[config.mk]
export PLATFORM = sky130hd
export DESIGN_NAME = word_boundary_detector_flat
export DESIGN_NICKNAME = d
export VERILOG_FILES = /design/src/rtl/word_boundary_detector_if.sv /design/src/rtl/word_boundary_detector.sv /design/src/flat_wrapper.sv
export SDC_FILE = /design/constraint.sdc
export NUM_CORES = 1
export LEC_CHECK = 0
export ABC_AREA = 1
export BUFFER_PORTS_ARGS = -buffer_cell sky130_fd_sc_hd__buf_2
export CAP_MARGIN = 20
export CORE_AREA = 8 8 118 202
export CTS_CLUSTER_DIAMETER = 150
export CTS_CLUSTER_SIZE = 40
export DETAILED_ROUTE_END_ITERATION = 10
export DIE_AREA = 0 0 126 210
export PLACE_DENSITY = 0.82
export SLEW_MARGIN = 10
export SYNTH_ARGS = -nofsm -noshare
export SYNTH_HDL_FRONTEND = slang
export SYNTH_SLANG_ARGS = --single-unit
[constraint.sdc]
create_clock -name iclk -period 5.2 [get_ports iclk]
set_input_delay 0 -clock iclk [delete_from_list [all_inputs] [get_ports iclk]]
set_output_delay 0 -clock iclk [all_outputs]
set_load 0.03 [all_outputs]
[src/rtl/word_boundary_detector_if.sv]
// Sample-stream and word-report bundle for word_boundary_detector.
// isample_valid qualifies isample for one cycle with no ready/backpressure; ovalid is a one-cycle pulse qualifying the held address pair.
interface word_boundary_detector_if;
    logic               isample_valid;
    logic signed [15:0] isample;
    logic        [31:0] ithresh;
    logic               ovalid;
    logic        [31:0] ostart_addr;
    logic        [31:0] oend_addr;
    logic               obusy;
    logic        [1:0]  ostate;

    modport master (
        output isample_valid, isample, ithresh,
        input  ovalid, ostart_addr, oend_addr, obusy, ostate
    );

    modport slave (
        input  isample_valid, isample, ithresh,
        output ovalid, ostart_addr, oend_addr, obusy, ostate
    );
endinterface

[src/rtl/word_boundary_detector.sv]
// Frame-energy voice activity detector: finds word start/end sample addresses
// using onset confirmation, hangover bridging and a maximum word length.
module word_boundary_detector #(
    parameter int FRAME_LEN  = 256,
    parameter int ON_FRAMES  = 3,
    parameter int OFF_FRAMES = 8,
    parameter int MAX_FRAMES = 64
) (
    input  logic                  iclk,
    input  logic                  irst,
    word_boundary_detector_if.slave wbd
);
    localparam int SW = (FRAME_LEN > 1) ? $clog2(FRAME_LEN) : 1;
    localparam int FW = $clog2(MAX_FRAMES + 1);
    localparam int NW = $clog2(ON_FRAMES + 1);
    localparam int OW = $clog2(OFF_FRAMES + 1);

    localparam logic [SW-1:0] SAMP_LAST = SW'(FRAME_LEN - 1);
    localparam logic [FW-1:0] MAX_CNT   = FW'(MAX_FRAMES);
    localparam logic [NW-1:0] ON_CNT    = NW'(ON_FRAMES);
    localparam logic [OW-1:0] OFF_CNT   = OW'(OFF_FRAMES);

    typedef enum logic [1:0] {
        ST_IDLE  = 2'd0,
        ST_ONSET = 2'd1,
        ST_WORD  = 2'd2,
        ST_HANG  = 2'd3
    } state_t;

    state_t        state;
    logic [31:0]   addr_cnt;
    logic [31:0]   acc;
    logic [SW-1:0] samp_cnt;
    logic [31:0]   frame_base;
    logic [FW-1:0] frame_cnt;
    logic [NW-1:0] on_cnt;
    logic [OW-1:0] off_cnt;
    logic [31:0]   cand_start;
    logic [31:0]   cand_end;
    logic          ovalid_q;
    logic [31:0]   ostart_q;
    logic [31:0]   oend_q;

    logic [16:0]   mag;
    logic [31:0]   energy;
    logic          speech;
    logic          frame_done;
    logic [FW-1:0] frame_cnt_nxt;
    logic [NW-1:0] on_cnt_nxt;
    logic [OW-1:0] off_cnt_nxt;
    logic          force_end;
    logic          word_done;
    logic [31:0]   done_end;

    // Two's-complement magnitude; -32768 needs the 17th bit.
    assign mag = wbd.isample[15] ? (17'd0 - {1'b1, wbd.isample}) : {1'b0, wbd.isample};

    assign energy        = acc + {15'd0, mag};
    assign speech        = energy > wbd.ithresh;
    assign frame_done    = wbd.isample_valid && (samp_cnt == SAMP_LAST);
    assign frame_cnt_nxt = frame_cnt + FW'(1);
    assign on_cnt_nxt    = on_cnt + NW'(1);
    assign off_cnt_nxt   = off_cnt + OW'(1);
    assign force_end     = (frame_cnt_nxt == MAX_CNT);

    // Word termination: max length wins over hangover expiry.
    always_comb begin
        word_done = 1'b0;
        done_end  = cand_end;
        if (frame_done) begin
            unique case (state)
                ST_WORD: begin
                    if (force_end) begin
                        word_done = 1'b1;
                        done_end  = speech ? addr_cnt : cand_end;
                    end else if (!speech && (OFF_FRAMES == 1)) begin
                        word_done = 1'b1;
                    end
                end
                ST_HANG: begin
                    if (force_end) begin
                        word_done = 1'b1;
                        done_end  = speech ? addr_cnt : cand_end;
                    end else if (!speech && (off_cnt_nxt == OFF_CNT)) begin
                        word_done = 1'b1;
                    end
                end
                default: begin
                    word_done = 1'b0;
                end
            endcase
        end
    end

    always_ff @(posedge iclk) begin
        if (irst) begin
            state      <= ST_IDLE;
            addr_cnt   <= '0;
            acc        <= '0;
            samp_cnt   <= '0;
            frame_base <= '0;
            frame_cnt  <= '0;
            on_cnt     <= '0;
            off_cnt    <= '0;
            cand_start <= '0;
            cand_end   <= '0;
            ovalid_q   <= 1'b0;
            ostart_q   <= '0;
            oend_q     <= '0;
        end else begin
            ovalid_q <= 1'b0;
            if (wbd.isample_valid) begin
                addr_cnt <= addr_cnt + 32'd1;
                samp_cnt <= samp_cnt + SW'(1);
                acc      <= frame_done ? 32'd0 : energy;
                if (samp_cnt == '0) begin
                    frame_base <= addr_cnt;
                end
                if (frame_done) begin
                    if (word_done) begin
                        ovalid_q  <= 1'b1;
                        ostart_q  <= cand_start;
                        oend_q    <= done_end;
                        state     <= ST_IDLE;
                        frame_cnt <= '0;
                        on_cnt    <= '0;
                        off_cnt   <= '0;
                    end else begin
                        unique case (state)
                            ST_IDLE: begin
                                if (speech) begin
                                    cand_start <= frame_base;
                                    cand_end   <= addr_cnt;
                                    frame_cnt  <= FW'(1);
                                    on_cnt     <= NW'(1);
                                    off_cnt    <= '0;
                                    state      <= (ON_FRAMES == 1) ? ST_WORD : ST_ONSET;
                                end
                            end
                            ST_ONSET: begin
                                if (speech) begin
                                    cand_end  <= addr_cnt;
                                    on_cnt    <= on_cnt_nxt;
                                    frame_cnt <= frame_cnt_nxt;
                                    if (on_cnt_nxt == ON_CNT) begin
                                        state <= ST_WORD;
                                    end
                                end else begin
                                    state     <= ST_IDLE;
                                    frame_cnt <= '0;
                                    on_cnt    <= '0;
                                end
                            end
                            ST_WORD: begin
                                frame_cnt <= frame_cnt_nxt;
                                if (speech) begin
                                    cand_end <= addr_cnt;
                                end else begin
                                    off_cnt <= OW'(1);
                                    state   <= ST_HANG;
                                end
                            end
                            ST_HANG: begin
                                frame_cnt <= frame_cnt_nxt;
                                if (speech) begin
                                    cand_end <= addr_cnt;
                                    off_cnt  <= '0;
                                    state    <= ST_WORD;
                                end else begin
                                    off_cnt <= off_cnt_nxt;
                                end
                            end
                        endcase
                    end
                end
            end
        end
    end

    assign wbd.ovalid      = ovalid_q;
    assign wbd.ostart_addr = ostart_q;
    assign wbd.oend_addr   = oend_q;
    assign wbd.obusy       = (state != ST_IDLE);
    assign wbd.ostate      = state;
endmodule

[src/flat_wrapper.sv]
// flat-port wrapper written by rule: the top's interface ports become plain ports
module word_boundary_detector_flat 
#(
    parameter int FRAME_LEN  = 256,
    parameter int ON_FRAMES  = 3,
    parameter int OFF_FRAMES = 8,
    parameter int MAX_FRAMES = 64
)
  (iclk, irst, wbd_isample_valid, wbd_isample, wbd_ithresh, wbd_ovalid, wbd_ostart_addr, wbd_oend_addr, wbd_obusy, wbd_ostate);
  word_boundary_detector_if wbd_i ();
  input  logic iclk;
  input  logic irst;
  input wire logic [$bits(wbd_i.isample_valid)-1:0] wbd_isample_valid;
  input wire logic [$bits(wbd_i.isample)-1:0] wbd_isample;
  input wire logic [$bits(wbd_i.ithresh)-1:0] wbd_ithresh;
  output wire logic [$bits(wbd_i.ovalid)-1:0] wbd_ovalid;
  output wire logic [$bits(wbd_i.ostart_addr)-1:0] wbd_ostart_addr;
  output wire logic [$bits(wbd_i.oend_addr)-1:0] wbd_oend_addr;
  output wire logic [$bits(wbd_i.obusy)-1:0] wbd_obusy;
  output wire logic [$bits(wbd_i.ostate)-1:0] wbd_ostate;
  assign wbd_i.isample_valid = wbd_isample_valid;
  assign wbd_i.isample = wbd_isample;
  assign wbd_i.ithresh = wbd_ithresh;
  assign wbd_ovalid = wbd_i.ovalid;
  assign wbd_ostart_addr = wbd_i.ostart_addr;
  assign wbd_oend_addr = wbd_i.oend_addr;
  assign wbd_obusy = wbd_i.obusy;
  assign wbd_ostate = wbd_i.ostate;
  word_boundary_detector #(.FRAME_LEN(FRAME_LEN), .ON_FRAMES(ON_FRAMES), .OFF_FRAMES(OFF_FRAMES), .MAX_FRAMES(MAX_FRAMES)) u_core (.iclk(iclk), .irst(irst), .wbd(wbd_i));
endmodule
[After elaboration in Yosys (flattened, before gate mapping)]
Index checks and enable logic that the tools add are counted.
Storage, ports and cells
  register bits after elaboration: 248
  input port bits: 51
  output and inout bits: 68
Operators by class
  add/subtract/negate cells: 7
  order comparisons: 1
  equal/unequal tests: 11
  multiplexer cells: 31
  bitwise gates (word level): 3
  reductions and logical operators: 19
Operators with widths (count)
  $mux W32: 5
  $add A32 B1 Y32 const B: 1
  $add A32 B17 Y32: 1
  $gt A32 B32 Y1: 1
  $mux W7: 3
  $pmux W7 S3: 1
  $mux W17: 1
  $sub A1 B17 Y17 const A: 1
  $mux W2: 8
  $mux W4: 4
  $pmux W4 S3: 1
  $reduce_and A5 Y1: 2
  $reduce_and A3 Y1: 3
  $add A8 B1 Y8 const B: 1
  $eq A8 B8 Y1 const B: 1
  $logic_not A8 Y1: 1
  $pmux W2 S4: 1
  $add A7 B1 Y7 const B: 1
  $eq A7 B7 Y1 const B: 1
  $eq A2 B2 Y1 const B: 3
  $ne A3 B1 Y1 const B: 2
  $reduce_and A6 Y1: 1
  $mux W1: 5
  $add A4 B1 Y4 const B: 1
  other kinds (19): 22

[Logic depth before layout (Yosys ltp)]
Gate-level depths: netlist of run 1.
  depth after elaboration: 12
  mapped depth: 39

[Least setup slack after synthesis of run 1]
OpenSTA, ideal clock, no wires.
  kind: input to register
  from: in wbd_isample[1]
  to: reg u_core.cand_end[14]
  data arrival time: 4.227 ns
  data required time: 5.072 ns
  slack: 0.845 ns
  cell stages on the path: 33
  cell sequence: inv_1 ha_1 inv_1 nor3_1 nand2_1 nor2_1 inv_1 nor4_1 nand3b_1 o31ai_1 xnor2_1 ha_1 nand2_1 nor4_1 nand3_1 nand3_1 inv_1 nor2_1 xor2_1 ha_1 a21oi_1 o21ai_0 nand2_1 nand2_1 a21oi_1 nand2_1 nand2_1 nand2_1 nand3_2 clkbuf_1 nor2_1 a21oi_1 nor2_1
Between the ends
  cells in the longest elaborated chain, start to end: 12
  elaborated cells on any way between the ends: 14
Ends and longest elaborated chain
  start, declared: RTL line flat_wrapper.sv:14  | input wire logic [$bits(wbd_i.isample)-1:0] wbd_isample;
  $sub A1 B17 Y17: RTL line word_boundary_detector.sv:56  | assign mag = wbd.isample[15] ? (17'd0 - {1'b1, wbd.isample}) : {1'b0, wbd.isample};
  $mux W17 (*): RTL line word_boundary_detector.sv:56
  $add A32 B17 Y32 (*): RTL line word_boundary_detector.sv:58  | assign energy = acc + {15'd0, mag};
  $gt A32 B32 Y1 (*): RTL line word_boundary_detector.sv:59  | assign speech = energy > wbd.ithresh;
  $logic_not A1 Y1
  $logic_and A1 B1 Y1: RTL line word_boundary_detector.sv:84  | end else if (!speech && (off_cnt_nxt == OFF_CNT)) begin
  $mux W1: RTL line word_boundary_detector.sv:84
  $mux W1: RTL line word_boundary_detector.sv:81  | if (force_end) begin
  $pmux W1 S2: RTL line word_boundary_detector.sv:71  | unique case (state)
  $mux W1: RTL line word_boundary_detector.sv:70  | if (frame_done) begin
  $not A1 Y1 (no source line)
  $reduce_and A3 Y1 (no source line)
  end signal, assigned: RTL line word_boundary_detector.sv:133  | cand_end <= addr_cnt;
  end signal, assigned: RTL line word_boundary_detector.sv:142  | cand_end <= addr_cnt;
  end signal, assigned: RTL line word_boundary_detector.sv:157  | cand_end <= addr_cnt;
  end, declared: RTL line word_boundary_detector.sv:39  | logic [31:0] cand_end;
Every way passes the cells marked *; elsewhere a longest branch is shown, timed or not. The select of a mux whose other input is x is not followed.
A chain may end at the register's enable or synchronous reset.

[Final worst setup path of run 1]
  from: in wbd_isample[1]
  to: reg u_core.ostart_q[22], in the netlist u_core.wbd.ostart_addr[22]
Between the ends
  cells in the longest elaborated chain, start to end: 11
Ends and longest elaborated chain
  $sub A1 B17 Y17: RTL line word_boundary_detector.sv:56
  $mux W17 (*): RTL line word_boundary_detector.sv:56
  $add A32 B17 Y32 (*): RTL line word_boundary_detector.sv:58
  $gt A32 B32 Y1 (*): RTL line word_boundary_detector.sv:59
  $logic_not A1 Y1 (*)
  $logic_and A1 B1 Y1 (*): RTL line word_boundary_detector.sv:84
  $mux W1 (*): RTL line word_boundary_detector.sv:84
  $mux W1 (*): RTL line word_boundary_detector.sv:81
  $pmux W1 S2 (*): RTL line word_boundary_detector.sv:71
  $mux W1 (*): RTL line word_boundary_detector.sv:70
  $reduce_and A3 Y1 (no source line) (*)
  end signal, assigned: RTL line word_boundary_detector.sv:122  | ostart_q <= cand_start;
  end, declared: RTL line word_boundary_detector.sv:41  | logic [31:0] ostart_q;
Every way passes the cells marked *; elsewhere a longest branch is shown, timed or not.

==> run_results.csv, run 1 <==
group,metric,value,unit
outcome,run_status,"completed",
route,wire_length_per_cell_after_detailed_routing,15.1,um
setup_path,crit_slowest_cell,"sky130_fd_sc_hd__ha_1",
pwr,seq_power_share,0.555,
pwr,power.ir.vdd_worst,0.256,mV
grt,first_global_vias,11200,
sta,finalSetupViolations,0,
route,drt_iter0_drc,769,
grt,global_route_wire_length_before_repair,51200,um
pwr,internal_power,2.56,mW
setup_path,worstSetupPathType,"input pin to register",
route,route.detailed.vias_per_inst,5.59,
clocking,clk_transition_reported_paths,0.15,ns
synthesis,syn-cell-area,0.0124,mm2
route,drt_pre_antenna_iters,5,
synthesis,post_synth_inst_count,1769,
synthesis,synth_top_area_frac,0.400,
clocking,clock_latency,0.50,ns
sta,final_max_slew_viol_count,0,
place,finalWeightedCongestion,1.02,
setup_path,arrival,5.10,ns
clocking,cts_buffer_depth,3,
synthesis,top_cells_by_count_synth,"sky130_fd_sc_hd__nand2_1, sky130_fd_sc_hd__a21oi_1, sky130_fd_sc_hd__dfxtp_1",
synthesis,synth.most_common_cell,"sky130_fd_sc_hd__nand2_1",
place,hpwl,22700,um
min_path,min-delay-path-class,"input pin to register",
setup_path,critPathMaxStageDelay,0.37,ns
clocking,cts.sinks,248,
clocking,tritoncts_clock_tree,"built",
synthesis,synth_area_leaders,"sky130_fd_sc_hd__dfxtp_1, sky130_fd_sc_hd__a21oi_1, sky130_fd_sc_hd__nand2_1",
place,io_buffer_count,118,
setup_path,worst-endpoint-required,5.62,ns
grt,antenna_found_initial,0,
sta,max-slew-margin-rel,0.318,
floorplan,initial_core_util,0.586,
cells_and_area,synthToLayoutAreaGrowth,10.4,%
sta,layout_min_cycle_time,4.68,ns
sta,max_freq,214,MHz
cells_and_area,final_layout_size_suffix_gt1_frac,0.0980,
floorplan,die_outline_area,0.0265,mm2
cells_and_area,utilization,0.647,
grt,track_usage,0.227,
route,post_drt_antenna_nets,0,
synthesis,post_synth_top_area_cell,"sky130_fd_sc_hd__dfxtp_1",
pwr,net-switching-power,1.00,mW
sta,final_hold_violating_endpoints,0,
route,num_vias,11700,
floorplan,design.core.area,0.0211,mm2
synthesis,seq_area_frac_synth,0.400,
setup_path,crit_path_max_fanout,16,
synthesis,synth.ff_latch_count,248,
synthesis,asyncSetResetFlopFracSynth,0,
route,finalWirelength,31600,um
clocking,cts_root_buffer,"sky130_fd_sc_hd__clkbuf_16",
cells_and_area,design.final.nets,1955,
synthesis,synth_warnings,0,
setup_path,critPathCaptureType,"register",
floorplan,die-width,126,um
synthesis,syn-num-nets,1878,
grt,largest_net_degree_at_the_start_of_global_routing,94,
grt,overflow,0,
place,numPlacedInstances,2081,
pwr,power.density_cell_area,260,mW/mm2
synthesis,number_of_enable_type_register_cells_in_the_synthesized_netlist,0,
cells_and_area,final_cell_count_no_fill,2101,
pwr,p_leak,5.76,nW
synthesis,postSynth.topFlopCell,"sky130_fd_sc_hd__dfxtp_1",
floorplan,number_of_standard_cell_rows_in_the_floorplan,71,
sta,worst_slew_pin_slew,1.02,ns
pwr,power.clock.fraction,0.277,
sta,clock-skew-final,0.0497,ns
cells_and_area,diodes,0,
floorplan,die_height,210,um
sta,period_share,0.900,
setup_path,startpoint_type,"input pin",
flow_run,max_cap_violations,0,
setup_path,path_common_cell,"sky130_fd_sc_hd__nand2_1",
synthesis,synth.distinct_cells,38,
clocking,cts_max_level,1,
synthesis,postSynthAreaPerCell,7.01,um2
floorplan,top_level_ports,119,
pwr,switching_share,0.281,
route,remaining_drc_errors,0,
clocking,tritoncts_buffers,10,
pwr,power.combinational.fraction,0.168,
## layout by cell type (no fill, tap or decap), types with 12 or more instances in the layout
master	synthesis	final
sky130_fd_sc_hd__a21oi_1	295	295
sky130_fd_sc_hd__buf_2	17	118
sky130_fd_sc_hd__buf_4	0	18
sky130_fd_sc_hd__clkbuf_16	0	13
sky130_fd_sc_hd__dfxtp_1	248	248
sky130_fd_sc_hd__ha_1	57	57
sky130_fd_sc_hd__inv_1	189	188
sky130_fd_sc_hd__nand2_1	305	305
sky130_fd_sc_hd__nand3_1	46	46
sky130_fd_sc_hd__nand4_1	12	12
sky130_fd_sc_hd__nor2_1	181	180
sky130_fd_sc_hd__nor3_1	29	28
sky130_fd_sc_hd__o21ai_0	205	203
sky130_fd_sc_hd__or2_1	20	20
sky130_fd_sc_hd__xnor2_1	12	12
sky130_fd_sc_hd__xor2_1	27	27
## metrics by stage
stage / total power, mW / hold WS [ns] / setup slack [ns] / area, um2 / TNS, ns
after CTS: 3.57 / 0.190 / 0.434 / 13600 / 0
after detailed placement: 2.59 / 0.439 / -0.0774 / 13200 / -1.77
after global routing: 3.72 / 0.207 / -0.0548 / 13700 / -0.342
after floorplan: 2.44 / 0.302 / 0.845 / 12400 / 0
final: 3.56 / 0.204 / 0.522 / 13700 / 0
after global placement: 2.58 / 0.433 / 0.0423 / 13200 / 0
## path summary, 6_finish.rpt
| kind | from | endpoint | slack (ns) | cells past startpoint |
|---|---|---|---|---|
| setup / recovery | wbd_isample[1] | u_core.wbd.ostart_addr[22]$_SDFFE_PP0P_ | 0.52 | 34 |
| hold / removal | wbd_isample[2] | u_core.acc[2]$_SDFFE_PP0P_ | 0.20 | 6 |
| setup reg to reg | u_core.acc[2]$_SDFFE_PP0P_ | u_core.wbd.ostart_addr[22]$_SDFFE_PP0P_ | 0.88 | 28 |
| hold reg to reg | u_core.cand_start[2]$_SDFFE_PP0P_ | u_core.wbd.ostart_addr[2]$_SDFFE_PP0P_ | 0.46 | 2 |
## layout make-up
class / count / area (um2)
clock inverters: 1 / 30.0
well taps: 255 / 319
multi-input cells: 1247 / 6430
clock buffers: 11 / 275
fillers: 1917 / 7450
repair buffers: 148 / 947
flip-flops and latches: 248 / 4960
inverters: 191 / 718
## state kept, by name (all words and copies together) (netlist names), 8 cells and up
signal	count
u_core.acc	32
u_core.addr_cnt	32
u_core.cand_end	32
u_core.cand_start	32
u_core.frame_base	32
u_core.samp_cnt	8
u_core.wbd.oend_addr	32
u_core.wbd.ostart_addr	32
## layer usage
metal	GRT usage	up-vias	wire length, um
met5	0	-	0
met4	0.116	0	1270
met3	0.0326	83	1510
met2	0.434	314	17000
met1	0.234	5402	11900
li1	-	5947	-
## repair_timing
| item | 4_1_cts | 5_1_grt |
|---|---|---|
| resized for setup | 0 | 10 |
| setup endpoints to repair | 0 | 115 |
| endpoints found under the hold margin | 5 | 0 |
| hold buffers | 2 | 0 |
| setup buffers | 0 | 4 |
## kinds of logic (layout without fill, tap and decap cells)
| logic type | after synthesis | in the layout | synth area share |
|---|---|---|---|
| AOI/OAI and AO/OA | 519 | 519 | 0.213 |
| xor gates and xnor gates | 39 | 39 | 0.0276 |
| adders and majority gates | 58 | 58 | 0.0591 |
| buffers and inverters | 274 | 351 | 0.0847 |
| DFF | 248 | 248 | 0.400 |
| other | 1 | 1 | 0.000302 |
| and+or+nand+nor | 630 | 630 | 0.215 |
## power by group through the flow
stage                     Sequential (mW)  Combinational [mW]  Clock (mW)
after floorplan                      2.01               0.429           0
after global placement               2.01               0.562           0
after detailed placement             2.02               0.578           0
after CTS                            1.97               0.584        1.01
after global routing                 1.98               0.678        1.07
final                                1.97               0.598       0.985
## critical path, delay by kind of cell
family | cells | cell delay, ns
AO/OA/AOI/OAI | 7 | 1.14
XOR/XNOR | 2 | 0.40
adder cells (fa/ha/maj) | 3 | 0.79
buffers and inverters | 7 | 0.72
AND/OR/NAND/NOR | 15 | 2.05
(Power assumes the default switching activity.)
==> run 2, diff against run 1 <==
--- a/config.mk
+++ b/config.mk
@@ -5,15 +5,15 @@
 export SDC_FILE = /design/constraint.sdc
 export NUM_CORES = 1
 export LEC_CHECK = 0
-export ABC_AREA = 1
+export ABC_AREA = 0
 export BUFFER_PORTS_ARGS = -buffer_cell sky130_fd_sc_hd__buf_2
 export CAP_MARGIN = 20
-export CORE_AREA = 8 8 118 202
+export CORE_AREA = 8 8 127 217
 export CTS_CLUSTER_DIAMETER = 150
 export CTS_CLUSTER_SIZE = 40
 export DETAILED_ROUTE_END_ITERATION = 10
-export DIE_AREA = 0 0 126 210
-export PLACE_DENSITY = 0.82
+export DIE_AREA = 0 0 135 225
+export PLACE_DENSITY = 0.71
 export SLEW_MARGIN = 10
 export SYNTH_ARGS = -nofsm -noshare
 export SYNTH_HDL_FRONTEND = slang
==> run_results.csv, run 2 <==
group,metric,value,unit
route,finalWirelength,31600,um
clocking,tritoncts_buffers,10,
pwr,power.ir.vdd_worst,0.297,mV
synthesis,synth_top_area_frac,0.413,
route,num_vias,10400,
route,wire_length_per_cell_after_detailed_routing,16.7,um
setup_path,crit_path_max_fanout,15,
floorplan,top_level_ports,119,
synthesis,post_synth_fa_ha_maj_area_fraction,0.0610,
floorplan,design.core.area,0.0245,mm2
place,numPlacedInstances,1863,
cells_and_area,layout.cells.most_common,"sky130_fd_sc_hd__dfxtp_1",
synthesis,synth_compound_area_frac,0.158,
synthesis,synth_simple_gate_area_frac,0.186,
outcome,run_status,"completed",
flow_run,max_cap_violations,0,
place,io_buffer_count,118,
cells_and_area,synthToLayoutAreaGrowth,18.7,%
place,placedInstanceArea,0.0136,mm2
setup_path,worstSetupPathType,"input pin to register",
min_path,min-delay-path-class,"input pin to register",
synthesis,post_synth_inst_count,1415,
place,hpwl,22900,um
sta,grt_setup_unrepaired,"true",
cells_and_area,n_fill_cell,2273,
cells_and_area,layout.cell_area.non_filler,0.0143,mm2
clocking,clk_transition_reported_paths,0.13,ns
sta,period_share,0.990,
setup_path,crit_slowest_cell,"sky130_fd_sc_hd__or4_4",
cells_and_area,layout.cells.most_common_list,"sky130_fd_sc_hd__dfxtp_1, sky130_fd_sc_hd__nand2_1, sky130_fd_sc_hd__nor2_1",
route,drt_iter0_drc,578,
synthesis,postSynthAreaPerCell,8.49,um2
floorplan,number_of_standard_cell_rows_in_the_floorplan,76,
clocking,cts_max_level,1,
setup_path,worst-endpoint-required,5.56,ns
cells_and_area,design.final.nets,1691,
clocking,clock_latency,0.51,ns
sta,finalSetupViolations,0,
pwr,p_leak,6.31,nW
route,remaining_drc_errors,0,
place,finalWeightedCongestion,0.902,
floorplan,initial_core_util,0.490,
grt,antenna_found_initial,0,
route,route.detailed.vias_per_inst,5.51,
floorplan,die-width,135,um
synthesis,syn-cell-area,0.0120,mm2
route,post_drt_antenna_nets,0,
grt,global_route_wire_length_before_repair,49400,um
sta,max-slew-margin-rel,0.325,
synthesis,synth.distinct_cells,62,
grt,overflow,0,
sta,max_freq,194,MHz
synthesis,asyncSetResetFlopFracSynth,0,
synthesis,seq_area_frac_synth,0.413,
clocking,cts_buffer_depth,3,
route,drt_pre_antenna_iters,5,
synthesis,top_cells_by_count_synth,"sky130_fd_sc_hd__dfxtp_1, sky130_fd_sc_hd__nand2_1, sky130_fd_sc_hd__nor2_1",
sta,layout_min_cycle_time,5.15,ns
pwr,power.density_cell_area,257,mW/mm2
cells_and_area,final_cell_count_no_fill,1894,
setup_path,critPathMaxStageDelay,0.49,ns
synthesis,postSynth.topFlopCell,"sky130_fd_sc_hd__dfxtp_1",
floorplan,die_height,225,um
floorplan,die_outline_area,0.0304,mm2
setup_path,critPathCaptureType,"register",
synthesis,synth_warnings,0,
sta,clock-skew-final,0.0603,ns
grt,track_usage,0.196,
setup_path,startpoint_type,"input pin",
synthesis,synth_area_leaders,"sky130_fd_sc_hd__dfxtp_1, sky130_fd_sc_hd__mux2i_1, sky130_fd_sc_hd__nand2_1",
synthesis,syn-num-nets,1524,
cells_and_area,diodes,0,
clocking,cts.sinks,248,
setup_path,arrival,5.51,ns
clocking,cts_root_buffer,"sky130_fd_sc_hd__clkbuf_16",
synthesis,synth_top_family_by_area,"simple AND/OR/NAND/NOR gates",
sta,final_max_slew_viol_count,0,
place,detailedPlace.worstSlack,-0.685,ns
synthesis,synth_xor_area_frac,0.0561,
synthesis,synth.most_common_cell,"sky130_fd_sc_hd__dfxtp_1",
synthesis,synth.mux.area_fraction,0.0775,
synthesis,synth.ff_latch_count,248,
grt,largest_net_degree_at_the_start_of_global_routing,93,
cells_and_area,final_layout_size_suffix_gt1_frac,0.193,
sta,final_hold_violating_endpoints,0,
setup_path,crit_buf_inv,9,
sta,fin_ws,0.0499,ns
setup_path,timing.critical_path.max_delay_family,"simple AND/OR/NAND/NOR gates",
grt,first_global_vias,10400,
synthesis,number_of_enable_type_register_cells_in_the_synthesized_netlist,0,
synthesis,post_synth_top_area_cell,"sky130_fd_sc_hd__dfxtp_1",
clocking,tritoncts_clock_tree,"built",
sta,worst_slew_pin_slew,1.01,ns
[run 2: logic make-up after synthesis]
group	count (synthesis)
AOI/OAI and AO/OA	290
xor gates and xnor gates	77
adders and majority gates	58
buffers and inverters	137
DFF	248
muxes	93
other	1
and+or+nand+nor	511
[run 2: power breakdown]
part / internal (mW) / leakage [nW] / switching [mW] / total, mW
registers: 1.93 / 2.00 / 0.0241 / 1.95
logic: 0.345 / 4.17 / 0.380 / 0.725
clock network: 0.395 / 0.147 / 0.596 / 0.991
[run 2: layout make-up]
| cell class | count | area [um2] | share of cell area |
|---|---|---|---|
| Clock inverter | 1 | 30.0 | 0.00211 |
| Clock buffer | 11 | 275 | 0.0193 |
| Sequential cell | 248 | 4960 | 0.348 |
| Multi-Input combinational cell | 1030 | 6700 | 0.470 |
| Inverter | 55 | 206 | 0.0145 |
| Timing Repair Buffer | 237 | 1690 | 0.118 |
| Tap cell | 312 | 390 | 0.0274 |
[run 2: path summary, 6_finish.rpt]
| path | from | to | slack, ns | cells after the start |
|---|---|---|---|---|
| worst max-delay path | wbd_isample[1] | u_core.wbd.oend_addr[30]$_SDFFE_PP0P_ | 0.05 | 31 |
| worst min-delay path | irst | u_core.frame_base[9]$_SDFFE_PP0P_ | 0.008 | 2 |
| worst max register to register | u_core.acc[3]$_SDFFE_PP0P_ | u_core.wbd.oend_addr[30]$_SDFFE_PP0P_ | 0.19 | 22 |
| worst min register to register | u_core.wbd.ostart_addr[21]$_SDFFE_PP0P_ | u_core.wbd.ostart_addr[21]$_SDFFE_PP0P_ | 0.46 | 2 |
[run 2: what timing repair did]
action / 4_1_cts / 5_1_grt
hold buffers: 4 / 0
hold endpoints to repair: 7 / 0
buffers inserted: 5 / 7
resized for setup: 7 / 34
pin swaps: 11 / 13
endpoints found under the setup margin: 136 / 143
gates cloned: 0 / 2
[run 2: per-layer routing]
layer	up-vias	share of wire	global-route usage
li1	5215	-	-
met1	4972	0.37	0.193
met2	184	0.56	0.397
met3	64	0.026	0.0167
met4	0	0.042	0.0918
met5	-	0	0
[run 2: per-stage QoR]
step	TNS, ns	hold WS [ns]	power (mW)	util
3_5_place_dp	-87.82	0.440	2.66	0.553
4_1_cts	-0.0250	0.000210	3.66	0.571
6_report	0	0.00824	3.67	0.581
5_1_grt	-16.23	0.0209	3.83	0.581
3_3_place_gp	-74.92	0.440	2.64	0.553
2_1_floorplan	0	0.237	2.41	-
==> run 3, diff against run 2 <==
--- a/config.mk
+++ b/config.mk
@@ -8,12 +8,12 @@
 export ABC_AREA = 0
 export BUFFER_PORTS_ARGS = -buffer_cell sky130_fd_sc_hd__buf_2
 export CAP_MARGIN = 20
-export CORE_AREA = 8 8 127 217
+export CORE_AREA = 8 8 164 166
 export CTS_CLUSTER_DIAMETER = 150
 export CTS_CLUSTER_SIZE = 40
 export DETAILED_ROUTE_END_ITERATION = 10
-export DIE_AREA = 0 0 135 225
-export PLACE_DENSITY = 0.71
+export DIE_AREA = 0 0 172 174
+export PLACE_DENSITY = 0.72
 export SLEW_MARGIN = 10
 export SYNTH_ARGS = -nofsm -noshare
 export SYNTH_HDL_FRONTEND = slang
==> run_results.csv, run 3 (same netlist as run 2, synthesis figures left out) <==
group,metric,value,unit
clocking,cts_root_buffer,"sky130_fd_sc_hd__clkbuf_16",
cells_and_area,layout.cells.most_common,"sky130_fd_sc_hd__dfxtp_1",
place,placedInstanceArea,0.0136,mm2
setup_path,path_common_cell,"sky130_fd_sc_hd__buf_6",
grt,track_usage,0.194,
pwr,net-switching-power,1.01,mW
clocking,cts_max_level,1,
sta,max-slew-margin-rel,0.277,
sta,finalSetupViolations,0,
sta,period_share,0.984,
pwr,power.density_cell_area,250,mW/mm2
pwr,p_leak,6.57,nW
clocking,cts.sinks,248,
clocking,clock_latency,0.51,ns
setup_path,critPathMaxStageDelay,0.58,ns
grt,global_route_wire_length_before_repair,48700,um
route,route.detailed.vias_per_inst,5.49,
clocking,clk_transition_reported_paths,0.13,ns
sta,max_freq,195,MHz
pwr,power.clock.fraction,0.274,
setup_path,crit_buf_inv,7,
flow_run,max_cap_violations,0,
setup_path,timing.critical_path.max_delay_family,"simple AND/OR/NAND/NOR gates",
setup_path,worstSetupPathType,"input pin to register",
setup_path,crit_path_max_fanout,16,
floorplan,die_height,174,um
clocking,tritoncts_clock_tree,"built",
cells_and_area,layout.cell_area.non_filler,0.0147,mm2
route,finalWirelength,31400,um
pwr,switching_share,0.273,
pwr,seq_power_share,0.531,
setup_path,startpoint_type,"input pin",
clocking,cts_buffer_depth,3,
place,finalWeightedCongestion,0.872,
floorplan,die_outline_area,0.0299,mm2
min_path,min-delay-path-class,"input pin to register",
pwr,power.total,3.68,mW
grt,antenna_found_initial,0,
place,hpwl,21200,um
setup_path,arrival,5.54,ns
floorplan,top_level_ports,119,
setup_path,worst-endpoint-required,5.62,ns
pwr,power.combinational.fraction,0.196,
cells_and_area,layout.cells.most_common_list,"sky130_fd_sc_hd__dfxtp_1, sky130_fd_sc_hd__nand2_1, sky130_fd_sc_hd__nor2_1",
outcome,run_status,"completed",
cells_and_area,design.final.nets,1704,
sta,clock-skew-final,0.0511,ns
floorplan,design.core.area,0.0245,mm2
route,drt_pre_antenna_iters,6,
cells_and_area,multiInputGateArea,0.00696,mm2
route,post_drt_antenna_nets,0,
cells_and_area,final_layout_size_suffix_gt1_frac,0.239,
sta,final_max_slew_viol_count,0,
route,num_vias,10600,
grt,overflow,0,
route,drt_iter0_drc,691,
floorplan,initial_core_util,0.490,
floorplan,die-width,172,um
setup_path,crit_slowest_cell,"sky130_fd_sc_hd__or4_4",
grt,first_global_vias,9867,
route,wire_length_per_cell_after_detailed_routing,16.3,um
sta,layout_min_cycle_time,5.12,ns
place,io_buffer_count,118,
sta,grt_setup_unrepaired,"true",
sta,worst_slew_pin_slew,1.08,ns
cells_and_area,sequential_cell_area,0.00497,mm2
cells_and_area,n_fill_cell,2157,
cells_and_area,diodes,0,
grt,largest_net_degree_at_the_start_of_global_routing,88,
route,remaining_drc_errors,0,
pwr,internal_power,2.67,mW
pwr,power.ir.vdd_worst,0.203,mV
cells_and_area,synthToLayoutAreaGrowth,22.6,%
floorplan,number_of_standard_cell_rows_in_the_floorplan,58,
setup_path,critPathCaptureType,"register",
sta,final_hold_violating_endpoints,0,
clocking,tritoncts_buffers,10,
run 3: cell types whose count changed in the layout (fill, tap and decap cells not counted), moves of 9 or more:
cell                      before  now
sky130_fd_sc_hd__nor2_2        4   24
sky130_fd_sc_hd__a21oi_1     118  108
sky130_fd_sc_hd__nand2_1     191  176
sky130_fd_sc_hd__nand2_2       4   14
sky130_fd_sc_hd__a21oi_2       3   13
sky130_fd_sc_hd__buf_6         3   12
sky130_fd_sc_hd__nor2_1      174  152
run 3: metal layers:
layer | track usage | wire length [um]
met1 | 0.271 | 14800
met2 | 0.313 | 14700
met3 | 0.0265 | 1460
met4 | 0.0424 | 410
met5 | 0 | 0
run 3: power by group through the flow:
stage	logic, mW	clock network, mW	registers (mW)
global route	0.799	1.10	1.96
global placement	0.644	0	1.99
CTS	0.685	1.03	1.95
detailed placement	0.661	0	1.99
finish	0.720	1.01	1.95
floorplan	0.425	0	1.98
run 3: cell type report:
type | instances | area share
timing repair buffer | 250 | 0.127
inverter | 55 | 0.0140
multi-input combinational | 1030 | 0.472
clock inverter | 2 | 0.00263
sequential | 248 | 0.337
tap | 330 | 0.0280
clock buffer | 11 | 0.0187
run 3: path summary, 6_finish.rpt:
check        slack (ns)                               from                                    end  depth (start not counted)
max                0.08                     wbd_isample[1]  u_core.wbd.oend_addr[27]$_SDFFE_PP0P_                         30
min                0.03                  wbd_isample_valid             u_core.acc[1]$_SDFFE_PP0P_                          3
max reg2reg        0.19         u_core.acc[3]$_SDFFE_PP0P_  u_core.wbd.oend_addr[27]$_SDFFE_PP0P_                         22
min reg2reg        0.46  u_core.frame_base[3]$_SDFFE_PP0P_      u_core.cand_start[3]$_SDFFE_PP0P_                          2
run 3: worst register-to-register path, cell delays in order (launching register included):
cell and delay [ns]:
sky130_fd_sc_hd__dfxtp_1 0.33, sky130_fd_sc_hd__ha_1 0.33, sky130_fd_sc_hd__buf_4 0.15, sky130_fd_sc_hd__a21o_1 0.18
sky130_fd_sc_hd__a2111oi_0 0.40, sky130_fd_sc_hd__a21oi_1 0.20, sky130_fd_sc_hd__o211ai_1 0.38, sky130_fd_sc_hd__a21oi_2 0.12
sky130_fd_sc_hd__buf_4 0.15, sky130_fd_sc_hd__buf_2 0.17, sky130_fd_sc_hd__xor2_2 0.17, sky130_fd_sc_hd__ha_1 0.33
sky130_fd_sc_hd__nand4_1 0.17, sky130_fd_sc_hd__or4_4 0.47, sky130_fd_sc_hd__nor2_4 0.14, sky130_fd_sc_hd__a21oi_4 0.05
sky130_fd_sc_hd__or2_4 0.25, sky130_fd_sc_hd__buf_6 0.13, sky130_fd_sc_hd__o32ai_4 0.23, sky130_fd_sc_hd__buf_12 0.20
sky130_fd_sc_hd__buf_16 0.17, sky130_fd_sc_hd__nor2_1 0.07, sky130_fd_sc_hd__a211oi_1 0.20
run 3: timing repair:
action / CTS / global route
gates resized for setup: 13 / 105
pin swaps: 9 / 54
cloned: 1 / 6
hold buffers: 1 / 0
endpoints found under the setup margin: 96 / 143
endpoints found under the hold margin: 49 / 0
buffers inserted: 7 / 15
run 3: metrics by stage:
| stage | hold slack, ns | utilization | setup TNS [ns] | setup WS, ns | cells |
|---|---|---|---|---|---|
| floorplan | 0.237 | - | 0 | 0.0909 | 1415 |
| global placement | 0.416 | 0.554 | -97.53 | -0.817 | 1881 |
| detailed placement | 0.428 | 0.555 | -77.64 | -0.689 | 1883 |
| CTS | 0.0132 | 0.574 | 0 | 0.00905 | 1905 |
| global route | 0.0354 | 0.600 | -11.32 | -0.140 | 1926 |
| finish | 0.0307 | 0.600 | 0 | 0.0827 | 1926 |
